$ cat src/rtl/octree_pkg.sv
// Shared octree definitions: level-base helper, decoder FSM states and the node path typedefs
// used by both the forward address calculator and the decoder.
package octree_pkg;

    localparam int unsigned TreeLevel   = 5;
    localparam int unsigned LogChildNum = 3;
    localparam int unsigned LevelWidth  = $clog2(TreeLevel + 1);
    localparam int unsigned BaseWidth   = 129;

    typedef logic [LevelWidth-1:0]  level_t;
    typedef logic [LogChildNum-1:0] child_t;
    typedef child_t [TreeLevel-1:0] offset_t;

    typedef enum logic [1:0] {
        StIdle,
        StSearch,
        StExtract,
        StDone
    } state_e;

    // First node address of a level relative to the root: sum of the sizes of all shallower levels.
    function automatic logic [BaseWidth-1:0] level_base(input int unsigned level,
                                                        input int unsigned log_child_num);
        logic [BaseWidth-1:0] sum;
        sum = '0;
        for (int unsigned k = 0; k < level; k++) begin
            sum = sum + (BaseWidth'(1) << (log_child_num * k));
        end
        return sum;
    endfunction

endpackage

$ cat src/rtl/octree_addr_decode_if.sv
// Request/result bundle of the octree address decoder; master drives requests, slave decodes.
interface octree_addr_decode_if #(
    parameter int unsigned TREE_LEVEL    = 5,
    parameter int unsigned LOG_CHILD_NUM = 3,
    parameter int unsigned ADDR_WIDTH    = 64
);

    logic                                     in_valid;
    logic                                     in_ready;
    logic [ADDR_WIDTH-1:0]                    in_addr;
    logic                                     out_valid;
    logic                                     out_ready;
    logic [$clog2(TREE_LEVEL + 1)-1:0]        out_level;
    logic [TREE_LEVEL-1:0][LOG_CHILD_NUM-1:0] out_offset;
    logic                                     out_error;

    modport master (
        output in_valid,
        output in_addr,
        output out_ready,
        input  in_ready,
        input  out_valid,
        input  out_level,
        input  out_offset,
        input  out_error
    );

    modport slave (
        input  in_valid,
        input  in_addr,
        input  out_ready,
        output in_ready,
        output out_valid,
        output out_level,
        output out_offset,
        output out_error
    );

endinterface

$ cat src/rtl/octree_addr_decode.sv
// Maps a linear octree node address back to its level and root-to-node child path, one level
// compare per cycle while searching and one child digit per cycle while extracting.
module octree_addr_decode
    import octree_pkg::*;
#(
    parameter int unsigned           TREE_LEVEL      = TreeLevel,
    parameter int unsigned           LOG_CHILD_NUM   = LogChildNum,
    parameter int unsigned           ADDR_WIDTH      = 64,
    parameter logic [ADDR_WIDTH-1:0] TREE_ADDR_START = '0
) (
    input logic                clk,
    input logic                rst_n,
    octree_addr_decode_if.slave bus
);

    localparam int unsigned LevelW = $clog2(TREE_LEVEL + 1);
    localparam int unsigned IdxW   = $clog2(TREE_LEVEL + 2);
    localparam int unsigned BaseW  = ADDR_WIDTH + 1;

    state_e                                   state_q, state_d;
    logic [ADDR_WIDTH-1:0]                    rel_q, rel_d;
    logic [ADDR_WIDTH-1:0]                    idx_q, idx_d;
    logic                                     underflow_q, underflow_d;
    logic [IdxW-1:0]                          search_q, search_d, search_nxt;
    logic [LevelW-1:0]                        level_q, level_d;
    logic [LevelW-1:0]                        k_q, k_d;
    logic [LevelW-1:0]                        wr_pos;
    logic [TREE_LEVEL-1:0][LOG_CHILD_NUM-1:0] offset_q, offset_d;
    logic                                     error_q, error_d;
    logic [BaseW-1:0]                         cur_base, nxt_base;
    logic                                     hit;

    // Level bases are one bit wider than the address so the base past the deepest level fits.
    logic [BaseW-1:0] base_tbl [TREE_LEVEL+2];
    for (genvar g = 0; g < TREE_LEVEL + 2; g++) begin : g_base
        assign base_tbl[g] = BaseW'(level_base(g, LOG_CHILD_NUM));
    end

    assign search_nxt = search_q + IdxW'(1);

    always_comb begin
        cur_base = '0;
        nxt_base = '0;
        for (int unsigned i = 0; i < TREE_LEVEL + 2; i++) begin
            if (search_q == IdxW'(i)) begin
                cur_base = base_tbl[i];
            end
            if (search_nxt == IdxW'(i)) begin
                nxt_base = base_tbl[i];
            end
        end
    end

    assign hit = {1'b0, rel_q} < nxt_base;

    always_comb begin
        state_d     = state_q;
        rel_d       = rel_q;
        idx_d       = idx_q;
        underflow_d = underflow_q;
        search_d    = search_q;
        level_d     = level_q;
        k_d         = k_q;
        offset_d    = offset_q;
        error_d     = error_q;
        wr_pos      = level_q - k_q - LevelW'(1);

        case (state_q)
            StIdle: begin
                if (bus.in_valid) begin
                    rel_d       = bus.in_addr - TREE_ADDR_START;
                    underflow_d = bus.in_addr < TREE_ADDR_START;
                    offset_d    = '0;
                    level_d     = '0;
                    error_d     = 1'b0;
                    search_d    = '0;
                    state_d     = StSearch;
                end
            end
            StSearch: begin
                if (underflow_q) begin
                    error_d = 1'b1;
                    state_d = StDone;
                end else if (hit) begin
                    level_d = LevelW'(search_q);
                    idx_d   = ADDR_WIDTH'({1'b0, rel_q} - cur_base);
                    k_d     = '0;
                    state_d = (search_q == '0) ? StDone : StExtract;
                end else if (search_q == IdxW'(TREE_LEVEL)) begin
                    error_d = 1'b1;
                    state_d = StDone;
                end else begin
                    search_d = search_nxt;
                end
            end
            StExtract: begin
                // Lowest digit of the in-level index is the child taken at the deepest depth.
                for (int unsigned i = 0; i < TREE_LEVEL; i++) begin
                    if (wr_pos == LevelW'(i)) begin
                        offset_d[i] = idx_q[LOG_CHILD_NUM-1:0];
                    end
                end
                idx_d = idx_q >> LOG_CHILD_NUM;
                k_d   = k_q + LevelW'(1);
                if (k_q == level_q - LevelW'(1)) begin
                    state_d = StDone;
                end
            end
            StDone: begin
                if (bus.out_ready) begin
                    state_d = StIdle;
                end
            end
            default: begin
                state_d = StIdle;
            end
        endcase
    end

    always_ff @(posedge clk) begin
        if (!rst_n) begin
            state_q     <= StIdle;
            rel_q       <= '0;
            idx_q       <= '0;
            underflow_q <= 1'b0;
            search_q    <= '0;
            level_q     <= '0;
            k_q         <= '0;
            offset_q    <= '0;
            error_q     <= 1'b0;
        end else begin
            state_q     <= state_d;
            rel_q       <= rel_d;
            idx_q       <= idx_d;
            underflow_q <= underflow_d;
            search_q    <= search_d;
            level_q     <= level_d;
            k_q         <= k_d;
            offset_q    <= offset_d;
            error_q     <= error_d;
        end
    end

    assign bus.in_ready   = (state_q == StIdle);
    assign bus.out_valid  = (state_q == StDone);
    assign bus.out_level  = level_q;
    assign bus.out_offset = offset_q;
    assign bus.out_error  = error_q;

endmodule

$ cat src/flat_wrapper.sv
// flat-port wrapper written by rule: the top's interface ports become plain ports
module octree_addr_decode_flat import octree_pkg::*;
#(
    parameter int unsigned           TREE_LEVEL      = TreeLevel,
    parameter int unsigned           LOG_CHILD_NUM   = LogChildNum,
    parameter int unsigned           ADDR_WIDTH      = 64,
    parameter logic [ADDR_WIDTH-1:0] TREE_ADDR_START = '0
)
  (clk, rst_n, bus_in_valid, bus_in_addr, bus_out_ready, bus_in_ready, bus_out_valid, bus_out_level, bus_out_offset, bus_out_error);
  octree_addr_decode_if #(.TREE_LEVEL(TREE_LEVEL), .LOG_CHILD_NUM(LOG_CHILD_NUM), .ADDR_WIDTH(ADDR_WIDTH)) bus_i ();
  input logic clk;
  input logic rst_n;
  input wire logic [$bits(bus_i.in_valid)-1:0] bus_in_valid;
  input wire logic [$bits(bus_i.in_addr)-1:0] bus_in_addr;
  input wire logic [$bits(bus_i.out_ready)-1:0] bus_out_ready;
  output wire logic [$bits(bus_i.in_ready)-1:0] bus_in_ready;
  output wire logic [$bits(bus_i.out_valid)-1:0] bus_out_valid;
  output wire logic [$bits(bus_i.out_level)-1:0] bus_out_level;
  output wire logic [$bits(bus_i.out_offset)-1:0] bus_out_offset;
  output wire logic [$bits(bus_i.out_error)-1:0] bus_out_error;
  assign bus_i.in_valid = bus_in_valid;
  assign bus_i.in_addr = bus_in_addr;
  assign bus_i.out_ready = bus_out_ready;
  assign bus_in_ready = bus_i.in_ready;
  assign bus_out_valid = bus_i.out_valid;
  assign bus_out_level = bus_i.out_level;
  assign bus_out_offset = bus_i.out_offset;
  assign bus_out_error = bus_i.out_error;
  octree_addr_decode #(.TREE_LEVEL(TREE_LEVEL), .LOG_CHILD_NUM(LOG_CHILD_NUM), .ADDR_WIDTH(ADDR_WIDTH), .TREE_ADDR_START(TREE_ADDR_START)) u_core (.clk(clk), .rst_n(rst_n), .bus(bus_i));
endmodule
$ cat config.mk
export PLATFORM = sky130hd
export DESIGN_NAME = octree_addr_decode_flat
export DESIGN_NICKNAME = d
export VERILOG_FILES = /design/src/rtl/octree_pkg.sv /design/src/rtl/octree_addr_decode_if.sv /design/src/rtl/octree_addr_decode.sv /design/src/flat_wrapper.sv
export SDC_FILE = /design/constraint.sdc
export NUM_CORES = 1
export LEC_CHECK = 0
export ABC_AREA = 1
export CELL_PAD_IN_SITES_DETAIL_PLACEMENT = 2
export CELL_PAD_IN_SITES_GLOBAL_PLACEMENT = 2
export CORE_MARGIN = 2
export CORE_UTILIZATION = 31
export DETAILED_ROUTE_END_ITERATION = 12
export PLACE_DENSITY_LB_ADDON = 0.1
export SETUP_SLACK_MARGIN = 0.1
export SLEW_MARGIN = 25
export SYNTH_ARGS = -nofsm -noshare
export SYNTH_HDL_FRONTEND = slang
export SYNTH_SLANG_ARGS = --single-unit
$ cat constraint.sdc
create_clock -name clk -period 5.9 [get_ports clk]
set_input_delay 1.18 -clock clk [delete_from_list [all_inputs] [get_ports clk]]
set_output_delay 1.18 -clock clk [all_outputs]
set_load 0.02 [all_outputs]
; Word level (Yosys, flattened, before mapping)
; Cells that the tools add are included.
[totals]
ff_bits = 156
elab_cells = 119
[classes]
add_sub_neg = 6
n_lt_le_gt_ge = 2
n_eq_ne = 35
mux = 46
reduce_logical = 17
[op_table]
columns = op, count
row1 = 2-to-1 mux 64 bit, 6
row2 = case mux 64 bit (2 select lines), 1
row3 = "less-than comparator 64 x 1 -> 1 bit, second input constant", 1
row4 = less-than comparator 64 x 16 -> 1 bit, 1
row5 = subtractor 64 bit, 1
row6 = 2-to-1 mux 3 bit, 13
row7 = case mux 15 bit (2 select lines), 1
row8 = "equality test 3 bit, second input constant", 7
row9 = "equality test 3 x 2 -> 1 bit, second input constant", 6
row10 = case mux 3 bit (2 select lines), 3
row11 = AND reduction 3 bit, 6
row12 = 2-to-1 mux 16 bit, 1
row13 = 2-to-1 mux 15 bit, 1
row14 = "!= test 2 x 1 -> 1 bit, second input constant", 7
row15 = 2-to-1 mux 13 bit, 1
row16 = 2-to-1 mux 2 bit, 6
row17 = AND reduction 4 bit, 3
row18 = 2-to-1 mux 10 bit, 1
row19 = "!= test 2 bit, second input constant", 5
row20 = "equality test 3 x 1 -> 1 bit, second input constant", 3
row21 = 2-to-1 mux 4 bit, 2
row22 = case mux 2 bit (4 select lines), 1
row23 = 2-to-1 mux 1 bit, 7
row24 = 2-to-1 mux 7 bit, 1
row25 = 15 further kinds, 21

; Longest topological paths before layout
; Gate-level depths: netlist (run 1).
[depth]
ltp_word = 12
mapped_depth = 21
mapped_depth_nobuf = 21

; Worst setup path after synthesis (run 1)
; Ideal clock, no wire load.
[synth_path]
kind = register -> register
start = register u_core.search_q[0]
end = register u_core.level_q[0], in the netlist u_core.bus.out_level[0]
arrival_ns = 2.607
path_slack_ns = 3.180
path_stages_with_launch = 18
synth_period_minus_slack_ns = 2.720
cell_sequence = dfxtp_1 ha_1 ha_1 inv_1 nand2_1 and3_1 o21a_1 ha_1 inv_1 o21ai_0 nand2_1 nand2_1 a21oi_2 nand3_2 a21oi_1 o21ai_0 nand2_1 nor2_1
[synth_via]
elab_chain_len = 11
elab_cells_between_ends = 19
cone_classes = add/sub (1) / order compare (1) / eq/ne (7) / mux (9) / reduce/logical (1)
[synth_rtl]
columns = element, line
row1 = start: declaration, octree_addr_decode.sv:24  ; logic [IdxW-1:0] search_q, search_d, search_nxt;
row2 = start signal: assignment, octree_addr_decode.sv:136  ; search_q <= search_d;
row3 = adder 3 x 1 -> 3 bit, octree_addr_decode.sv:39  ; assign search_nxt = search_q + IdxW'(1);
row4 = equality test 3 x 1 -> 1 bit, octree_addr_decode.sv:48  ; if (search_nxt == IdxW'(i)) begin
row5 = 2-to-1 mux 1 bit, octree_addr_decode.sv:48
row6 = 2-to-1 mux 4 bit, octree_addr_decode.sv:48
row7 = 2-to-1 mux 7 bit, octree_addr_decode.sv:48
row8 = 2-to-1 mux 10 bit, octree_addr_decode.sv:48
row9 = 2-to-1 mux 13 bit, octree_addr_decode.sv:48
row10 = 2-to-1 mux 16 bit, octree_addr_decode.sv:48
row11 = less-than comparator 64 x 16 -> 1 bit, octree_addr_decode.sv:54  ; assign hit = {1'b0, rel_q} < nxt_base;
row12 = != test 2 x 1 -> 1 bit (no source line), --
row13 = AND reduction 4 bit (no source line), --
row14 = end signal: assignment, octree_addr_decode.sv:137  ; level_q <= level_d;
row15 = end: declaration, octree_addr_decode.sv:25  ; logic [LevelW-1:0] level_q, level_d;
; Several ways; a longest one is shown, not always the timed one. The select of a mux whose other input is x is not followed.
; A chain may end at the register's enable or synchronous reset.

; Worst setup path after layout (run 1)
[layout_path]
start = register u_core.search_q[0]
end = register u_core.idx_q[53]
[layout_via]
elab_chain_len = 11
elab_cells_between_ends = 32
cone_classes = add/sub (2) / order compare (1) / eq/ne (13) / mux (15) / reduce/logical (1)
[layout_rtl]
columns = element, line
row1 = adder 3 x 1 -> 3 bit / equality test 3 x 1 -> 1 bit (equally long branches), "octree_addr_decode.sv:39, octree_addr_decode.sv:45"
row2 = equality test 3 x 1 -> 1 bit / 2-to-1 mux 1 bit (equally long branches), "octree_addr_decode.sv:48, octree_addr_decode.sv:45"
row3 = 2-to-1 mux 1 bit / 2-to-1 mux 4 bit (equally long branches), "octree_addr_decode.sv:48, octree_addr_decode.sv:45"
row4 = 2-to-1 mux 4 bit / 2-to-1 mux 64 bit (equally long branches), "octree_addr_decode.sv:48, octree_addr_decode.sv:45"
row5 = 2-to-1 mux 7 bit / 2-to-1 mux 64 bit (equally long branches), "octree_addr_decode.sv:48, octree_addr_decode.sv:45"
row6 = 2-to-1 mux 10 bit / 2-to-1 mux 64 bit (equally long branches), "octree_addr_decode.sv:48, octree_addr_decode.sv:45"
row7 = 2-to-1 mux 13 bit / 2-to-1 mux 64 bit (equally long branches), "octree_addr_decode.sv:48, octree_addr_decode.sv:45"
row8 = 2-to-1 mux 16 bit / subtractor 64 bit (equally long branches), "octree_addr_decode.sv:48, octree_addr_decode.sv:86"
row9 = less-than comparator 64 x 16 -> 1 bit / 2-to-1 mux 64 bit (equally long branches), "octree_addr_decode.sv:54, octree_addr_decode.sv:84"
row10 = != test 2 x 1 -> 1 bit (no source line) / 2-to-1 mux 64 bit (equally long branches), --
row11 = AND reduction 3 bit (no source line) / case mux 64 bit (2 select lines) (equally long branches), --
row12 = end signal: assignment, octree_addr_decode.sv:134  ; idx_q <= idx_d;
row13 = end: declaration, octree_addr_decode.sv:22  ; logic [ADDR_WIDTH-1:0] idx_q, idx_d;
; Several ways; a longest one is shown, not always the timed one. The select of a mux whose other input is x is not followed.

==> results.md, run 1 <==
- Status: completed
- Total track usage: 0.263
- Clk pwr share: 0.197
- Final setup violating endpoints: 0
- Largest net degree at the start of global routing: 80
- First-pass GRT wire length: ~62000 um
- Most frequent cells in the layout: 378 x nand2_1, 219 x nor2_1, 155 x dfxtp_1
- Top Ports: a little under 90
- Via/cell ratio: roughly 5.2
- Top FF cell, synth: dfxtp_1
- Share of post-route cells with drive strength above 1: 0.0475
- CTS clk-pin slew, worst paths: ~0.07 ns
- CP Launch Type: flop
- Worst path arrival time: 4.35 ns
- CP Data Required Time: between 6 and 7 ns
- Final count of pins violating max slew: 0
- Busiest grt layer: met2
- Fmax: around 250 MHz
- Worst-Margin Slew: 0.948 ns
- Setup_tns: 0 ns
- Vias in the first global route: roughly 11000
- GR Overflow Total: 0
- Fill cells: ~3600
- Final period utilization: 0.672
- Worst Path Max Fanout: 39
- Grt met1 use: 0.328
- DRC Markers: 0
- IO buf count: 88
- Die area: 31400 um^2
- Leak pwr: approximately 4.8 nW
- Max cap viols: 0
- Seq/Total Area, Yosys: 0.334
- Root Driver: clkbuf_16
- Die width: 177 um
- Fin util: 0.372
- Post-route antenna net violation count: 0
- Combinational Power Share: 0.524
- DR WL/cell: ~20 um
- Switching portion of total power: 0.512
- Syn-to-layout area delta: 18.3%
- DRT iter0 DRCs: 450
- Drt first pass iters: 5
- Yosys warns: 0
- Initial antenna violation count: 0
- Hold WC Path Type: flop to flop
- Power Density: about 530 nW/um^2
- Core area: 29600 um^2
- Post CTS Setup Buffer Count: 0
- P_sw: 2.98 mW
- WL final: around 40000 um
- Multi-input gate area: roughly 5300 um^2
- Final Hold Fails: 0
- Cts hold-fix bufs: 0
- Commonest non-fill, non-tap cell in the layout: nand2_1
- Minimum clock period: 3.97 ns
- Met2 Use GR: 0.453
- Clk buf depth: 2
- Post-synth EDFFs: 0
- N_diodes: 0
- P_int: 2.84 mW
- Async S/R FF share, synth: 0
- Clock Latency Late Sink: roughly 0.46 ns
- Crit end category: flop
- Syn nets: 1589
- VDD IR-drop max: 0.000246 V
- Yosys cell types: 43
- CTS tree: done
- Initial core utilization: 0.315
- Die Height: around 180 um
- Via count: 10100
- Storage element area: roughly 3100 um^2
- Rel. slew slack: 0.367
- Setup Skew: approximately 0.017 ns
- Row cnt: 63
- Resized cells post-CTS: 0
- Synth Cell Area: about 9300 um^2
- Synth Instances: 1494
- Setup CP Type: flop to flop
- Unrepaired setup endpoints after global routing: false
- Met3 Usage GRT: 0.0363
- # nets final: about 1600
- GPL Wtd Cong: 0.922
- CTS Buf Count: 17
- Clock sinks: between 150 and 200
- Part of the power in registers: 0.279
- Detailed placer's ending HPWL: between 30000 and 40000 um
- Synth Area per Inst: between 6 and 7 um^2
- Max H-tree Level: 4
- FF+latch count, synth: approximately 160
[through the flow]
step	setup slack, ns	hold WS (ns)	power, mW	cell area [um^2]	std cells
3_5_place_dp	1.91	0.444	4.68	10400	1917
4_1_cts	1.87	0.455	5.87	11000	1949
3_3_place_gp	2.07	0.437	4.59	10400	1917
5_1_grt	1.53	0.483	6.31	11000	1949
6_report	1.93	0.456	5.82	11000	1949
2_1_floorplan	3.18	0.425	3.57	9300	1494
[power by group through the flow]
| stage | registers, mW | clock network [mW] | logic [mW] |
|---|---|---|---|
| finish | 1.62 | 1.15 | 3.05 |
| global placement | 1.63 | 0 | 2.96 |
| global route | 1.67 | 1.21 | 3.43 |
| detailed placement | 1.64 | 0 | 3.04 |
| CTS | 1.63 | 1.17 | 3.07 |
| floorplan | 1.61 | 0 | 1.96 |
[registers in the layout (all words and copies together), names as in the netlist]
register               flops
u_core.search_q            3
u_core.bus.out_offset     15
u_core.bus.out_error       1
u_core.bus.out_level       3
u_core.k_q                 3
u_core.rel_q              64
u_core.state_q             2
u_core.idx_q              64
[worst max-delay path, cell delays in order, from the launching register on]
cell and delay (ns):
dfxtp_1 0.36, ha_1 0.21, ha_1 0.31, inv_1 0.16, nand2_1 0.09, and3_1 0.19, o21a_1 0.11, ha_1 0.26
inv_1 0.07, o21ai_0 0.10, nand2_1 0.08, nand2_1 0.06, a21oi_2 0.22, nand4_2 0.20, nand2_2 0.71, buf_4 0.44
o21ai_0 0.14, a21oi_1 0.16
[cells by family (layout without fill, tap and decap cells)]
| logic type | Yosys count | count (layout) | share of synthesized area |
|---|---|---|---|
| AND/OR/NAND/NOR | 764 | 764 | 0.344 |
| AO/OA/AOI/OAI | 322 | 322 | 0.178 |
| buffers and inverters | 212 | 277 | 0.0943 |
| flip-flops | 155 | 155 | 0.334 |
| adder cells (fa/ha/maj) | 27 | 27 | 0.0371 |
| XOR/XNOR | 13 | 13 | 0.0122 |
| multiplexers | 1 | 1 | 0.00108 |
[routing by layer]
layer,share of wire,vias up
met5,0,-
met3,0.027,55
met2,0.48,153
met4,0.035,0
met1,0.46,4986
li1,-,4936
[area by class of cell]
class	instances	share of cell area
clock buffers	18	0.0399
repair buffers	94	0.0839
clock inverters	14	0.0137
multi-input cells	1127	0.484
inverters	151	0.0515
flip-flops and latches	155	0.282
well taps	390	0.0444
[path summary, 6_finish.rpt]
path	start	endpoint	slack, ns	depth (start not counted)
setup / recovery	u_core.search_q[0]$_SDFFE_PN0P_	u_core.idx_q[53]$_SDFFE_PN0P_	1.93	17
hold / removal	u_core.idx_q[8]$_SDFFE_PN0P_	u_core.idx_q[8]$_SDFFE_PN0P_	0.46	2
setup reg to reg	u_core.search_q[0]$_SDFFE_PN0P_	u_core.idx_q[53]$_SDFFE_PN0P_	1.93	17
hold reg to reg	u_core.idx_q[8]$_SDFFE_PN0P_	u_core.idx_q[8]$_SDFFE_PN0P_	0.46	2
[Yosys cell counts (3+ instances only)]
| cell | count | share of area |
|---|---|---|
| a21oi_1 | 148 | 0.080 |
| a21oi_2 | 3 | 0.0028 |
| buf_1 | 4 | 0.0016 |
| buf_2 | 5 | 0.0027 |
| buf_6 | 9 | 0.011 |
| clkbuf_1 | 41 | 0.017 |
| dfxtp_1 | 155 | 0.33 |
| ha_1 | 26 | 0.035 |
| inv_1 | 149 | 0.060 |
| nand2_1 | 379 | 0.15 |
| nand2_2 | 3 | 0.0020 |
| nand3_1 | 99 | 0.053 |
| nand3_2 | 3 | 0.0032 |
| nand4_1 | 22 | 0.015 |
| nor2_1 | 219 | 0.088 |
| nor2_2 | 13 | 0.0087 |
| nor3_1 | 12 | 0.0065 |
| o21ai_0 | 148 | 0.080 |
| o21ai_1 | 11 | 0.0059 |
| xor2_1 | 13 | 0.012 |
Power figures use the tool's default switching activity.
==> run 2: changes to the inputs <==
Settings changed: CORE_UTILIZATION 31 to 28.
Clock period 5.9 ns to 3.3 ns, I/O delays scaled along.
==> run 2 against run 1 <==
Net effect: hold slack improved by 0.0089 ns; die area rose by 10%; clock skew fell by 0.0041 ns; clock-buffer cell count fell by 1; clock power rose by 79%; sequential share of layout area fell by 2.1 points; largest cell class unchanged; utilization fell by 0.76 points; global-route usage fell by 0.99 points; critical endpoint is now u_core.idx_q[36]$_SDFFE_PN0P_; total power rose by 95%; largest power group unchanged; via count rose by 2.2%.
==> results.md, run 2 (synthesis gave the netlist of run 1 again) <==
- Final Hold Fails: 0 (unchanged)
- Most frequent cells in the layout: 369 x nand2_1, 211 x nor2_1, 153 x dfxtp_1
- Fmax: 335 MHz (+33%)
- Drt first pass iters: 5 (unchanged)
- Minimum clock period: 2.99 ns (-0.979 ns)
- Top Ports: 89 (unchanged)
- GPL Wtd Cong: 0.904 (-2.0%)
- Worst path arrival time: 3.35 ns (-1.00 ns)
- N_diodes: 0 (unchanged)
- Fill cells: 3970 (+11%)
- Core area: 32600 um^2 (+10%)
- Initial antenna violation count: 0 (unchanged)
- Clock Latency Late Sink: 0.47 ns (about the same)
- Post-route antenna net violation count: 0 (unchanged)
- First-pass GRT wire length: 65100 um (+5.1%)
- Final count of pins violating max slew: 0 (unchanged)
- Rel. slew slack: 0.587 (+0.220)
- Fin worst setup slack: 0.312 ns (-1.62 ns)
- Fin util: 0.365 (-0.00759)
- Worst-Margin Slew: 0.614 ns (-0.334 ns)
- Syn-to-layout area delta: 27.9%
- Root Driver: clkbuf_16
- Via/cell ratio: 5.02 (-3.5%)
- Setup Skew: 0.0132 ns (-0.00413 ns)
- Final Total Pwr: 11.4 mW (+95%)
- Share of post-route cells with drive strength above 1: 0.107 (+0.0599)
- Detailed placer's ending HPWL: 32300 um (+6.2%)
- Max cap viols: 0 (unchanged)
- Die width: 186 um (+5.1%)
- Placed cells: 2016 (+5.2%)
- Metal-1 WL: 19800 um (+8.9%)
- Commonest non-fill, non-tap cell in the layout: nand2_1
- Crit end category: flop
- Worst Path Max Fanout: 8 (-79%)
- VDD IR-drop max: 0.000441 V (+79%)
- CTS Buf Count: 17 (unchanged)
- Vias in the first global route: 11100 (+2.3%)
- Unrepaired setup endpoints after global routing: true
- Area after DPL: 10900 um^2 (+5.0%)
- Metal2 WL: 20500 um (+6.6%)
- Total track usage: 0.253 (-0.00986)
- CTS clk-pin slew, worst paths: 0.08 ns (about the same)
- CTS tree: done
- Row cnt: 66 (+4.8%)
- Clock sinks: 155 (unchanged)
- WL met3: 1240 um (+14%)
- Setup CP Type: flop to flop
- Final setup violating endpoints: 0 (unchanged)
- Die Height: 186 um (+5.1%)
- Max H-tree Level: 4 (unchanged)
- # nets final: 1703 (+3.8%)
- Die area: 34700 um^2 (+10%)
- R2r setup slk: 0.31 ns (-1.62 ns)
- Leak pwr: 5.13 nW (+7.7%)
- CP Data Required Time: 3.66 ns (-2.63 ns)
- Clk buf depth: 2 (unchanged)
- GR Overflow Total: 0 (unchanged)
- DR top layer: met4
- Fin area: 11900 um^2 (+8.1%)
- CP Launch Type: flop
- WL final: 42800 um (+7.1%)
- IO buf count: 88 (unchanged)
- DRC Markers: 0 (unchanged)
- Power Density: 955 nW/um^2 (+80%)
- Initial core utilization: 0.285 (-0.0295)
- Final cell count without fillers: 2063 (+5.8%)
- DR WL/cell: 20.7 um (+1.2%)
- Pre-CTS setup slack: -0.0210 ns (-1.93 ns)
- Largest net degree at the start of global routing: 66 (-18%)
- Final period utilization: 0.905 (+0.233)
- Via count: 10300 (+2.2%)
- Hold WC Path Type: flop to flop
- Status: completed
- DRT iter0 DRCs: 493 (+9.6%)
- Cts hold-fix bufs: 0 (unchanged)
-- run 2: changes by cell type in the layout (fill, tap and decap cells not counted), sizes merged --
cell	previous run	this run
clkbuf	18	20
nand2	385	387
clkinv	4	5
inv	159	158
clkinvlp	1	2
buf	7	64
-- run 2: metrics by stage --
stage	TNS, ns	hold WS (ns)
5_1_grt	0	0.492
6_report	0	0.464
3_5_place_dp	-0.0544	0.455
4_1_cts	0	0.469
2_1_floorplan	0	0.425
3_3_place_gp	0	0.437
-- run 2: layout make-up --
class                      instances  area [um^2]  area share
clock inverter                    15          158      0.0133
inverter                         151          567      0.0477
clock buffer                      17          425      0.0358
tap                              442          553      0.0465
timing repair buffer             154         1540       0.129
multi-input combinational       1129         5540       0.466
sequential                       155         3110       0.261
-- run 2: per-layer routing --
layer,GRT usage,vias to the layer above
li1,-,5067
met1,0.321,5066
met2,0.440,165
met3,0.0347,50
met4,0.0838,0
met5,0,-
-- run 2: power breakdown --
part / leakage (nW) / internal (mW) / switching (mW)
clock: 0.281 / 1.07 / 0.994
sequential: 1.27 / 2.42 / 0.498
combinational: 3.57 / 2.12 / 4.25
total: 5.13 / 5.61 / 5.74
-- run 2: path summary, 6_finish.rpt --
kind                                          start                                end  cells after the start
setup / recovery    u_core.search_q[0]$_SDFFE_PN0P_      u_core.idx_q[36]$_SDFFE_PN0P_                     19
hold / removal    u_core.bus.out_error$_SDFFE_PN0P_  u_core.bus.out_error$_SDFFE_PN0P_                      2
setup reg to reg    u_core.search_q[0]$_SDFFE_PN0P_      u_core.idx_q[36]$_SDFFE_PN0P_                     19
hold reg to reg   u_core.bus.out_error$_SDFFE_PN0P_  u_core.bus.out_error$_SDFFE_PN0P_                      2
-- run 2: timing repair --
item                                   CTS  global route
gates resized for setup                 12            44
cloned                                   1             4
setup endpoints to repair               50            75
buffers inserted                         2             8
endpoints found under the hold margin    0             0
pin swaps                                3             7
-- run 2: critical path, cell delays in order, from the launching register on --
cell and delay [ns]:
dfxtp_2 0.33, ha_1 0.23, ha_4 0.29, inv_2 0.05
nand2_1 0.08, and3_4 0.20, o21a_1 0.12, ha_1 0.22
inv_1 0.07, o21ai_0 0.09, nand2_1 0.07, nand2_1 0.08
a21oi_4 0.22, nand3_4 0.14, nand2_8 0.12, nand2_8 0.10
buf_8 0.18, buf_4 0.13, nor2_1 0.10, nor2_1 0.04
